--- config.mk ---
export PLATFORM = sky130hd
export DESIGN_NAME = l2_bus_arbiter
export DESIGN_NICKNAME = d
export VERILOG_FILES = /design/src/rtl/l2_bus_arbiter.sv
export SDC_FILE = /design/constraint.sdc
export NUM_CORES = 1
export LEC_CHECK = 0
export CAP_MARGIN = 10
export CORE_AREA = 2 2 202 204
export DETAILED_ROUTE_END_ITERATION = 10
export DIE_AREA = 0 0 204 206
export PLACE_DENSITY = 0.51
export SYNTH_ARGS = -nofsm -noshare
export SYNTH_HDL_FRONTEND = slang
export SYNTH_SLANG_ARGS = --single-unit
--- constraint.sdc ---
create_clock -name clk -period 2.5 [get_ports clk]
set_input_delay 0.25 -clock clk [delete_from_list [all_inputs] [get_ports clk]]
set_output_delay 0.25 -clock clk [all_outputs]
set_load 0.05 [all_outputs]
--- src/rtl/l2_bus_arbiter.sv ---
// Round-robin arbiter sharing one L2 slave port among NUM_MASTERS L1 miss ports; one transaction in flight.
// Latency: request in IDLE -> s_en next cycle; s_en held from a latched buffer until s_ready, then one IDLE cycle.
module l2_bus_arbiter #(
    parameter int NUM_MASTERS = 4,
    parameter int ID_BITS     = 2
) (
    input  logic                      clk,
    input  logic                      rst_n,
    input  logic [32*NUM_MASTERS-1:0] m_addr,
    input  logic [32*NUM_MASTERS-1:0] m_wdata,
    input  logic [4*NUM_MASTERS-1:0]  m_be,
    input  logic [NUM_MASTERS-1:0]    m_we,
    input  logic [NUM_MASTERS-1:0]    m_en,
    output logic [32*NUM_MASTERS-1:0] m_rdata,
    output logic [NUM_MASTERS-1:0]    m_ready,
    output logic [31:0]               s_addr,
    output logic [31:0]               s_wdata,
    output logic [3:0]                s_be,
    output logic                      s_we,
    output logic                      s_en,
    input  logic [31:0]               s_rdata,
    input  logic                      s_ready,
    output logic                      busy,
    output logic [ID_BITS-1:0]        grant_id
);

    typedef enum logic {IDLE, BUSY} state_t;

    state_t             state_q, state_d;
    logic [31:0]        addr_q, addr_d;
    logic [31:0]        wdata_q, wdata_d;
    logic [3:0]         be_q, be_d;
    logic               we_q, we_d;
    logic [ID_BITS-1:0] cur_grant_q, cur_grant_d;
    logic [ID_BITS-1:0] last_grant_q, last_grant_d;

    logic [31:0]        addr_arr  [NUM_MASTERS];
    logic [31:0]        wdata_arr [NUM_MASTERS];
    logic [3:0]         be_arr    [NUM_MASTERS];
    logic [ID_BITS-1:0] sel;
    logic [ID_BITS-1:0] idx;
    logic               sel_vld;

    for (genvar g = 0; g < NUM_MASTERS; g++) begin : g_unpack
        assign addr_arr[g]  = m_addr[32*g +: 32];
        assign wdata_arr[g] = m_wdata[32*g +: 32];
        assign be_arr[g]    = m_be[4*g +: 4];
    end

    // Search starts just past the last winner, so the previous owner ends up lowest priority.
    always_comb begin
        sel     = last_grant_q;
        idx     = last_grant_q;
        sel_vld = 1'b0;
        for (int i = 1; i <= NUM_MASTERS; i++) begin
            idx = ID_BITS'((int'(last_grant_q) + i) % NUM_MASTERS);
            if (!sel_vld && m_en[idx]) begin
                sel_vld = 1'b1;
                sel     = idx;
            end
        end
    end

    always_comb begin
        state_d      = state_q;
        addr_d       = addr_q;
        wdata_d      = wdata_q;
        be_d         = be_q;
        we_d         = we_q;
        cur_grant_d  = cur_grant_q;
        last_grant_d = last_grant_q;
        case (state_q)
            IDLE: begin
                if (sel_vld) begin
                    addr_d      = addr_arr[sel];
                    wdata_d     = wdata_arr[sel];
                    be_d        = be_arr[sel];
                    we_d        = m_we[sel];
                    cur_grant_d = sel;
                    state_d     = BUSY;
                end
            end
            BUSY: begin
                if (s_ready) begin
                    last_grant_d = cur_grant_q;
                    state_d      = IDLE;
                end
            end
            default: state_d = IDLE;
        endcase
    end

    always_ff @(posedge clk or negedge rst_n) begin
        if (!rst_n) begin
            state_q      <= IDLE;
            addr_q       <= '0;
            wdata_q      <= '0;
            be_q         <= '0;
            we_q         <= 1'b0;
            cur_grant_q  <= '0;
            last_grant_q <= ID_BITS'(NUM_MASTERS - 1);
        end else begin
            state_q      <= state_d;
            addr_q       <= addr_d;
            wdata_q      <= wdata_d;
            be_q         <= be_d;
            we_q         <= we_d;
            cur_grant_q  <= cur_grant_d;
            last_grant_q <= last_grant_d;
        end
    end

    // Slave-side fields are zeroed outside a transaction so the L2 never sees stale data with s_en low.
    always_comb begin
        busy     = (state_q == BUSY);
        s_en     = busy;
        s_addr   = busy ? addr_q  : '0;
        s_wdata  = busy ? wdata_q : '0;
        s_be     = busy ? be_q    : '0;
        s_we     = busy & we_q;
        grant_id = cur_grant_q;
    end

    always_comb begin
        m_ready = '0;
        m_rdata = '0;
        for (int i = 0; i < NUM_MASTERS; i++) begin
            if (busy && s_ready && cur_grant_q == ID_BITS'(i)) begin
                m_ready[i]          = 1'b1;
                m_rdata[32*i +: 32] = s_rdata;
            end
        end
    end

endmodule

## Word-level counts from Yosys, hierarchy flattened

Cells that the tools add are included.

| word-level totals | value |
|---|---|
| bits in registers | 74 |
| output and inout bits | 205 |
| word-level logic and storage cells | 78 |

| operators by class | value |
|---|---|
| add/sub/neg operators | 4 |
| order comparisons | 6 |
| eq/ne operators | 3 |
| mux-type cells | 41 |
| bitwise operators | 3 |
| reductions and logical operators | 14 |

Operators with widths:

| operator | number |
|---|---|
| 32-bit two-way mux | 10 |
| 32-bit binary-select mux with 2-bit select | 2 |
| 2-bit by 3-bit less-than comparator with 1-bit output, second input constant | 5 |
| 1-bit two-way mux | 15 |
| 4-bit two-way mux | 3 |
| 1-bit binary-select mux with 2-bit select | 5 |
| 4-bit binary-select mux with 2-bit select | 1 |
| 1-bit logical AND | 8 |
| 2-bit two-way mux | 4 |
| 2-bit by 1-bit adder with 2-bit output, second input constant | 2 |
| 2-bit adder, second input constant | 2 |
| 2-bit equality test, second input constant | 2 |
| 2-bit AND reduction | 2 |
| 3-bit greater-or-equal comparator, second input constant | 1 |
| 1-bit logical NOT | 3 |
| 2-bit NOT with 3-bit output | 1 |
| 2-bit by 1-bit equality test with 1-bit output, second input constant | 1 |
| 2-bit logical NOT | 1 |
| 1-bit one-hot mux with 2 select lines | 1 |
| 1-bit bitwise AND | 1 |
| 1-bit NOT | 1 |

## Longest topological paths before layout

Gate-level depths: netlist of the first run.

| depth | value |
|---|---|
| depth after elaboration | 17 |
| mapped depth | 9 |
| mapped depth without buffers | 5 |

## Worst setup path after synthesis of the first run

Ideal clock, no wire load.

| timing path | value |
|---|---|
| path type | reg2out |
| from | register state_q (netlist: busy) |
| to | output port m_rdata[0] |
| arrival | 2.456 ns |
| slack | -0.206 ns |
| cell stages (with the launch flop) | 6 |
| buffers on the path | 2 |
| cells stage by stage | dfrtp_1 buf_2 nand2_1 nor3_1 clkbuf_1 and2_1 |

| between the ends | value |
|---|---|
| word-level cells in the longest chain between the ends | 3 |

Ends and longest elaborated chain:

| what | RTL line | RTL |
|---|---|---|
| start: declaration | 29 | `state_t state_q, state_d;` |
| start signal: assignment | 103 | `state_q <= state_d;` |
| 1-bit logical AND (2 in a row) | 128 | `if (busy && s_ready && cur_grant_q == ID_BITS'(i)) begin` |
| 32-bit two-way mux | 128 |  |
| end: declaration | 14 | `output logic [32*NUM_MASTERS-1:0] m_rdata,` |

Every way passes these cells.

## Worst setup path after layout of the first run

| timing path | value |
|---|---|
| from | register state_q (netlist: busy) |
| to | output port m_rdata[109] |

The elaborated chain is that of the path after synthesis.

==> results by group, run 1 <==
Floorplanning
  • Die area: roughly 0.042 mm²
  • Die Span Y: ~210 µm
  • Initial Util: 15.1%
  • Rows: 74
  • Die span in x: between 200 and 250 µm
  • Placeable core area: 0.0402 mm²
  • Io pins: 520

Route
  • Drt wl/cell: slightly below 20 µm
  • Via density: about 4.1
  • Met1 Wirelength: 12400 µm
  • Final WL: 32300 µm
  • Routed via count: between 6000 and 7000
  • Met2 wire length: between 15000 and 20000 µm
  • Routed Antenna Nets: 0
  • DR iter-0 viols: between 200 and 300
  • Routed met3 length: 3110 µm
  • Detailed Routing Iterations Pass 1: 4
  • Top Layer Used: met4
  • Residual DRC: 0

Timing
  • Fin. Hold Viols: 0
  • Max Fclk: 424 MHz
  • Final clock skew: roughly 8.5 ps
  • Min Hold Slack: 398 ps
  • Worst Max-Slew Pin Slew: roughly 600 ps
  • Setup TNS Final: 0 ps
  • Final setup violating endpoints: 0
  • Fin crit period: roughly 2400 ps
  • Slew margin rel.: 60.0%
  • Unrepaired setup endpoints after global routing: no
  • Final-report max-slew violation count: 0
  • Crit share post-route: 94.3%

Pwr
  • Leakage: 5.74 nW
  • Sequential share of power: about a fifth
  • Logic pwr share: 64.5%
  • Total power: 9.58 mW
  • Peak supply drop: approximately 0.00027 V
  • Total internal power: roughly 5.2 mW
  • Net Sw Frac: around 45%
  • Switching Power: approximately 4.3 mW
  • Power per standard cell area: just over 700 mW/mm²
  • Power share of the clock group: between 10% and 20%

Final layout
  • Area grow syn2layout: 121%
  • FILL cells: between 4000 and 5000
  • Share of cells above drive strength 1: 21.8%
  • Final #Nets: 1452
  • Fin util: between 30% and 40%
  • Reg area: approximately 0.0019 mm²
  • Non-Filler Instances: approximately 1700
  • Multi-input gate area: roughly 0.0037 mm²

Placement
  • IO buf count: ~520
  • Gp weighted congestion: slightly above 0.8
  • Inst Count DP: roughly 1700
  • DP HPWL: around 26000 µm

Logic synthesis
  • Synth top area share: between 20% and 30%
  • Top_reg_cell synth: dfrtp_1
  • Synth area leader: dfrtp_1
  • Post-synthesis mux area share: roughly 23%
  • Synth top cells by count: and2_1 (197), mux2i_1 (140), nand2_1 (78)
  • Synth Area in Adders: 0%
  • Post-synth ARST share: between 90% and 100%
  • Mapped Cells: 639
  • Count leader, synth: and2_1
  • Cell Area, Synth: between 0.006 and 0.007 mm²
  • Simple-gate area share of the yosys netlist: 26.2%
  • EDFF count, synth: 0
  • Synthesis Warnings: 0
  • Main combinational cell family by area after synthesis: simple AND/OR/NAND/NOR gates
  • Count of cell types in the netlist: 28
  • Net Count, Synth: 954
  • Sequential fraction of the synthesis area: between 30% and 40%
  • Ranking of synthesized cells by area: dfrtp_1 (30%), mux2i_1 (23%), and2_1 (20%)
  • FF+latch count, synth: between 70 and 80
  • Post-Synth XOR/XNOR Area: 0%
  • Synth Area in Compound Gates: 11.8%
  • Avg Cell Area, Syn: roughly 9.5 µm²

CTS
  • CTS tree: done
  • Postcts setup bufs: 0
  • Worst-Skew Late Latency: around 350 ps
  • CTS root buf: clkbuf_16
  • Clock sink total: 74
  • CTS Buf Count: 9
  • H-Tree Depth: 3
  • Clk slew on worst S/H paths: 70 ps
  • CTS Buffer Depth: 2

Setup path
  • Required time of the critical path: around 2300 ps
  • CP Launch Type: flip-flop
  • R2R Setup Slk: between 400 and 500 ps
  • CP Capture Type: output port
  • Setup Crit Path Kind: flip-flop to output port
  • CP Max Fanout: 33
  • Crit path DAT: ~2100 ps

Global routing
  • Largest net degree at the start of global routing: 45
  • Number of global-route vias before repair: 7260
  • First-pass GRT wire length: between 40000 and 50000 µm
  • Grt ovf: 0
  • Total track usage: roughly 15%
  • Initial antenna violation count: 2

Outcome
  • Status: finished clean

Worst hold path
  • Hold Crit Class: input pin to asynchronous set/reset pin

Run
  • Max capacitance violation total: 0
## cells by family (layout without fill, tap and decap cells)
kind of cell | Yosys count | count (layout)
buf+inv | 62 | 565
simple gates | 287 | 287
other cells | 0 | 1
mux | 140 | 140
compound gates | 76 | 76
flops | 74 | 74
## metrics by stage
stage / worst slack, ps / area, µm²
after detailed placement: 259 / 13100
final: 142 / 13400
after floorplan: 50.3 / 6060
after CTS: 95.6 / 13400
after global routing: 42.8 / 13400
after global placement: 305 / 13100
## registers in the layout (all words and copies together) (netlist names)
name,count
addr_q,32
wdata_q,32
we_q,1
grant_id,2
be_q,4
busy,1
last_grant_q,2
## final cells by class
| cell class | instances | share of cell area (%) |
|---|---|---|
| clock buffer | 9 | 1.68 |
| sequential | 74 | 13.9 |
| multi-input combinational | 503 | 28.0 |
| inverter | 2 | 0.0560 |
| tap | 532 | 4.97 |
| timing repair buffer | 547 | 50.8 |
| antenna | 1 | 0.0187 |
| clock inverter | 7 | 0.700 |
## cells in the final DEF, fill, tap and decap left out
master,count
diode_2,1
clkinv_2,2
and2_1,197
dlygate4sd3_1,1
dfstp_2,2
o21ai_1,1
o21ai_0,1
buf_12,148
inv_2,2
nor3_2,2
nand2_1,77
nand2_4,1
clkinv_4,1
or2_2,1
o221ai_1,59
a2bb2oi_1,1
clkinvlp_4,2
dfrtp_4,1
nor3_1,1
nor2_2,2
nor4_1,1
o221ai_4,1
nor2_1,2
a21oi_1,2
clkdlybuf4s50_1,336
o221ai_2,10
mux2i_1,140
a31oi_1,1
or2b_1,1
buf_4,62
nand2b_4,1
clkbuf_16,9
bufinv_16,2
nand3_1,1
dfrtp_1,71
## worst max-delay path, stage by stage, from the launching register on
cell and delay, ps:
dfrtp_4 680, nand3_1 250, nor2_2 190, buf_12 210
and2_1 250, buf_12 170
## per-layer routing
layer | up-vias | track usage, %
li1 | 3243 | -
met1 | 3289 | 16.5
met2 | 303 | 26.1
met3 | 17 | 5.55
met4 | 0 | 3.75
met5 | - | 0
## power groups by stage
stage	logic [mW]	registers [mW]	clock network [mW]
floorplan	3.97	1.89	0
global placement	6.22	1.95	0
detailed placement	6.26	1.97	0
CTS	6.28	1.94	1.52
global route	6.52	2.01	1.56
finish	6.18	1.94	1.45
## what timing repair did
action	CTS	global route
hold endpoints to repair	28	0
hold buffers	1	0
endpoints found under the setup margin	128	0
gates resized for setup	1	0
## worst paths after layout
path	from	to	cells after the start
hold / removal	rst_n	addr_q[6]	2
setup reg to reg	last_grant_q[0]	addr_q[9]	7
hold reg to reg	wdata_q[14]	wdata_q[14]	2
setup / recovery	busy	m_rdata[109]	5
min in group clk	wdata_q[14]	wdata_q[14]	2
max in group asynchronous	rst_n	wdata_q[11]	3
(Power assumes the default switching activity.)
==> run 2: changes to the inputs <==
Settings changed: PLACE_DENSITY 0.51 to not set.
==> run 2 against run 1 <==
Net effect: design area increased by 0.56%; first-iteration DRC count is 1.8% higher; sequential power barely moved; die area unchanged; utilization grew 0.19 points; critical path depth fell by 2; clock power about the same; global-route usage shrank 0.070 points; setup slack improved by 130 ps; combinational power is 0.8% higher; via count barely moved.
==> results by group, run 2 (same netlist as run 1, synthesis figures left out) <==
Global routing
  • Grt ovf: 0 (unchanged)
  • Number of global-route vias before repair: 7459 (+2.7%)
  • First-pass GRT wire length: 46000 µm (-0.89%)
  • Total track usage: 14.6% (-0.070 points)
  • Largest net degree at the start of global routing: 48 (+6.7%)
  • Initial antenna violation count: 7 (+5)

CTS
  • Postcts setup bufs: 0 (unchanged)
  • Clk slew on worst S/H paths: 60 ps (about the same)
  • Post_cts resized: 0 (-1)
  • Clock sink total: 74 (unchanged)
  • CTS Buffer Depth: 2 (unchanged)
  • Worst-Skew Late Latency: 340 ps (about the same)
  • CTS root buf: clkbuf_16
  • CTS Buf Count: 9 (unchanged)
  • CTS tree: done
  • H-Tree Depth: 3 (unchanged)

Pwr
  • Leakage: 5.72 nW (-0.26%)
  • Power share of the clock group: 15.1% (about the same)
  • Power per standard cell area: 713 mW/mm² (-0.24%)
  • Total internal power: 5.29 mW (+0.98%)
  • Logic pwr share: 64.9% (+0.4 points)
  • Peak supply drop: 0.000287 V (+4.6%)
  • Sequential share of power: 20.1% (-0.2 points)
  • Net Sw Frac: 44.9% (-0.36 points)
  • Total power: 9.61 mW (+0.32%)
  • Switching Power: 4.32 mW (-0.48%)

Setup path
  • Worst path max stage delay: 810 ps (+130 ps)
  • Worst path slowest cell: clkdlybuf4s50_1
  • Critical path, cell by cell: buf_12, and2_1, clkdlybuf4s50_1
  • CP Launch Type: flip-flop
  • CP Max Fanout: 47 (+42%)
  • CP Capture Type: output port
  • Reg2reg path depth: 7 (unchanged)
  • Crit path DAT: 1980 ps (-130 ps)
  • Required time of the critical path: 2250 ps (about the same)
  • Setup Crit Path Kind: flip-flop to output port

Final layout
  • Biggest regs: addr_q (32), wdata_q (32), be_q (4)
  • Most common cell after layout, fill and taps aside: clkdlybuf4s50_1
  • Area grow syn2layout: 123%
  • Most frequent cells in the layout: clkdlybuf4s50_1 (357), and2_1 (197), buf_12 (148)
  • Share of cells above drive strength 1: 19.9% (-1.9 points)
  • Fin util: 33.5% (+0.19 points)
  • Final instance area: 0.0135 mm² (+0.56%)
  • Non-Filler Instances: 1680 (+0.30%)
  • Final #Nets: 1455 (+0.21%)
  • FILL cells: 4038 (-1.9%)

Floorplanning
  • Rows: 74 (unchanged)
  • Io pins: 520 (unchanged)
  • Die span in x: 204 µm (unchanged)
  • Die area: 0.0420 mm² (unchanged)
  • Placeable core area: 0.0402 mm² (unchanged)
  • Die Span Y: 206 µm (unchanged)
  • Initial Util: 15.1% (unchanged)

Timing
  • Final setup violating endpoints: 0 (unchanged)
  • Final clock skew: 8.60 ps (+0.0915 ps)
  • Min Hold Slack: 402 ps (+4.32 ps)
  • Setup TNS Final: 0 ps (unchanged)
  • Fin crit period: 2230 ps (-130 ps)
  • Slew margin rel.: 58.1% (-1.9 points)
  • Unrepaired setup endpoints after global routing: no
  • Worst setup margin: 272 ps (+130 ps)
  • Final-report max-slew violation count: 0 (unchanged)
  • Worst Max-Slew Pin Slew: 627 ps (+29.0 ps)
  • Fin. Hold Viols: 0 (unchanged)
  • Max Fclk: 449 MHz (+5.8%)
  • Crit share post-route: 89.1% (-5.2 points)

Route
  • Routed Antenna Nets: 0 (unchanged)
  • Detailed Routing Iterations Pass 1: 4 (unchanged)
  • Routed via count: 6856 (+0.058%)
  • Via density: 4.08 (-0.24%)
  • Final WL: 31800 µm (-1.4%)
  • Drt wl/cell: 18.9 µm (-1.7%)
  • Residual DRC: 0 (unchanged)
  • DR iter-0 viols: 290 (+1.8%)

Worst hold path
  • Hold Crit Class: input pin to asynchronous set/reset pin

Placement
  • IO buf count: 519 (unchanged)
  • Post-place setup slack: 214 ps (-45.2 ps)
  • DP HPWL: 25500 µm (-1.0%)
  • Placed cell area: 0.0131 mm² (+0.56%)
  • Gp weighted congestion: 0.827 (+2.3%)
  • Inst Count DP: 1660 (+0.18%)

Outcome
  • Status: finished clean

Run
  • Max capacitance violation total: 0 (unchanged)
[run 2: power by group through the flow]
stage	clock network, mW	registers, mW	logic [mW]
6_report	1.45	1.93	6.23
5_1_grt	1.56	1.99	6.58
4_1_cts	1.54	1.93	6.31
3_5_place_dp	0	1.94	6.30
3_3_place_gp	0	1.93	6.24
2_1_floorplan	0	1.89	3.97
[run 2: final timing paths]
path / startpoint / end / slack (ps)
worst max-delay path: busy / s_wdata[3] / 270
worst min-delay path: rst_n / addr_q[31] / 400
worst max register to register: last_grant_q[0] / wdata_q[24] / 420
worst min register to register: wdata_q[28] / wdata_q[28] / 480
max in group asynchronous: rst_n / last_grant_q[1] / 1390
min in group clk: wdata_q[28] / wdata_q[28] / 480
[run 2: worst max-delay path: cells and delay by family, from the launching register on]
family	cells	cell delay, ps
buffers and inverters	2	1010
and+or+nand+nor	1	160
DFF	1	410
[run 2: layout make-up]
| cell class | count | area, µm² | share of cell area (%) |
|---|---|---|---|
| diodes | 3 | 7.51 | 0.0557 |
| clock buffers | 10 | 229 | 1.70 |
| clock inverters | 6 | 90.1 | 0.669 |
| inverters | 2 | 7.51 | 0.0557 |
| multi-input cells | 503 | 3740 | 27.8 |
| flip-flops and latches | 74 | 1860 | 13.8 |
| well taps | 532 | 666 | 4.94 |
| repair buffers | 550 | 6880 | 51.0 |
[run 2: repair_timing]
item,CTS,global route
endpoints found under the hold margin,28,0
hold buffers,1,0
setup endpoints to repair,0,0
[run 2: routing by layer]
metal / wire [µm] / share of wire, % / global-route usage, %
met1: 11500 / 36 / 15.3
met2: 16000 / 50 / 26.1
met3: 3600 / 11 / 6.35
met4: 744 / 2.3 / 5.05
met5: 30 / 0.094 / 0
==> run 3: changes to the inputs <==
Settings changed: HOLD_SLACK_MARGIN set to 0.02.
==> results of run 3 <==
Same layout as run 2: the final DEF is identical, and so are final timing and power.
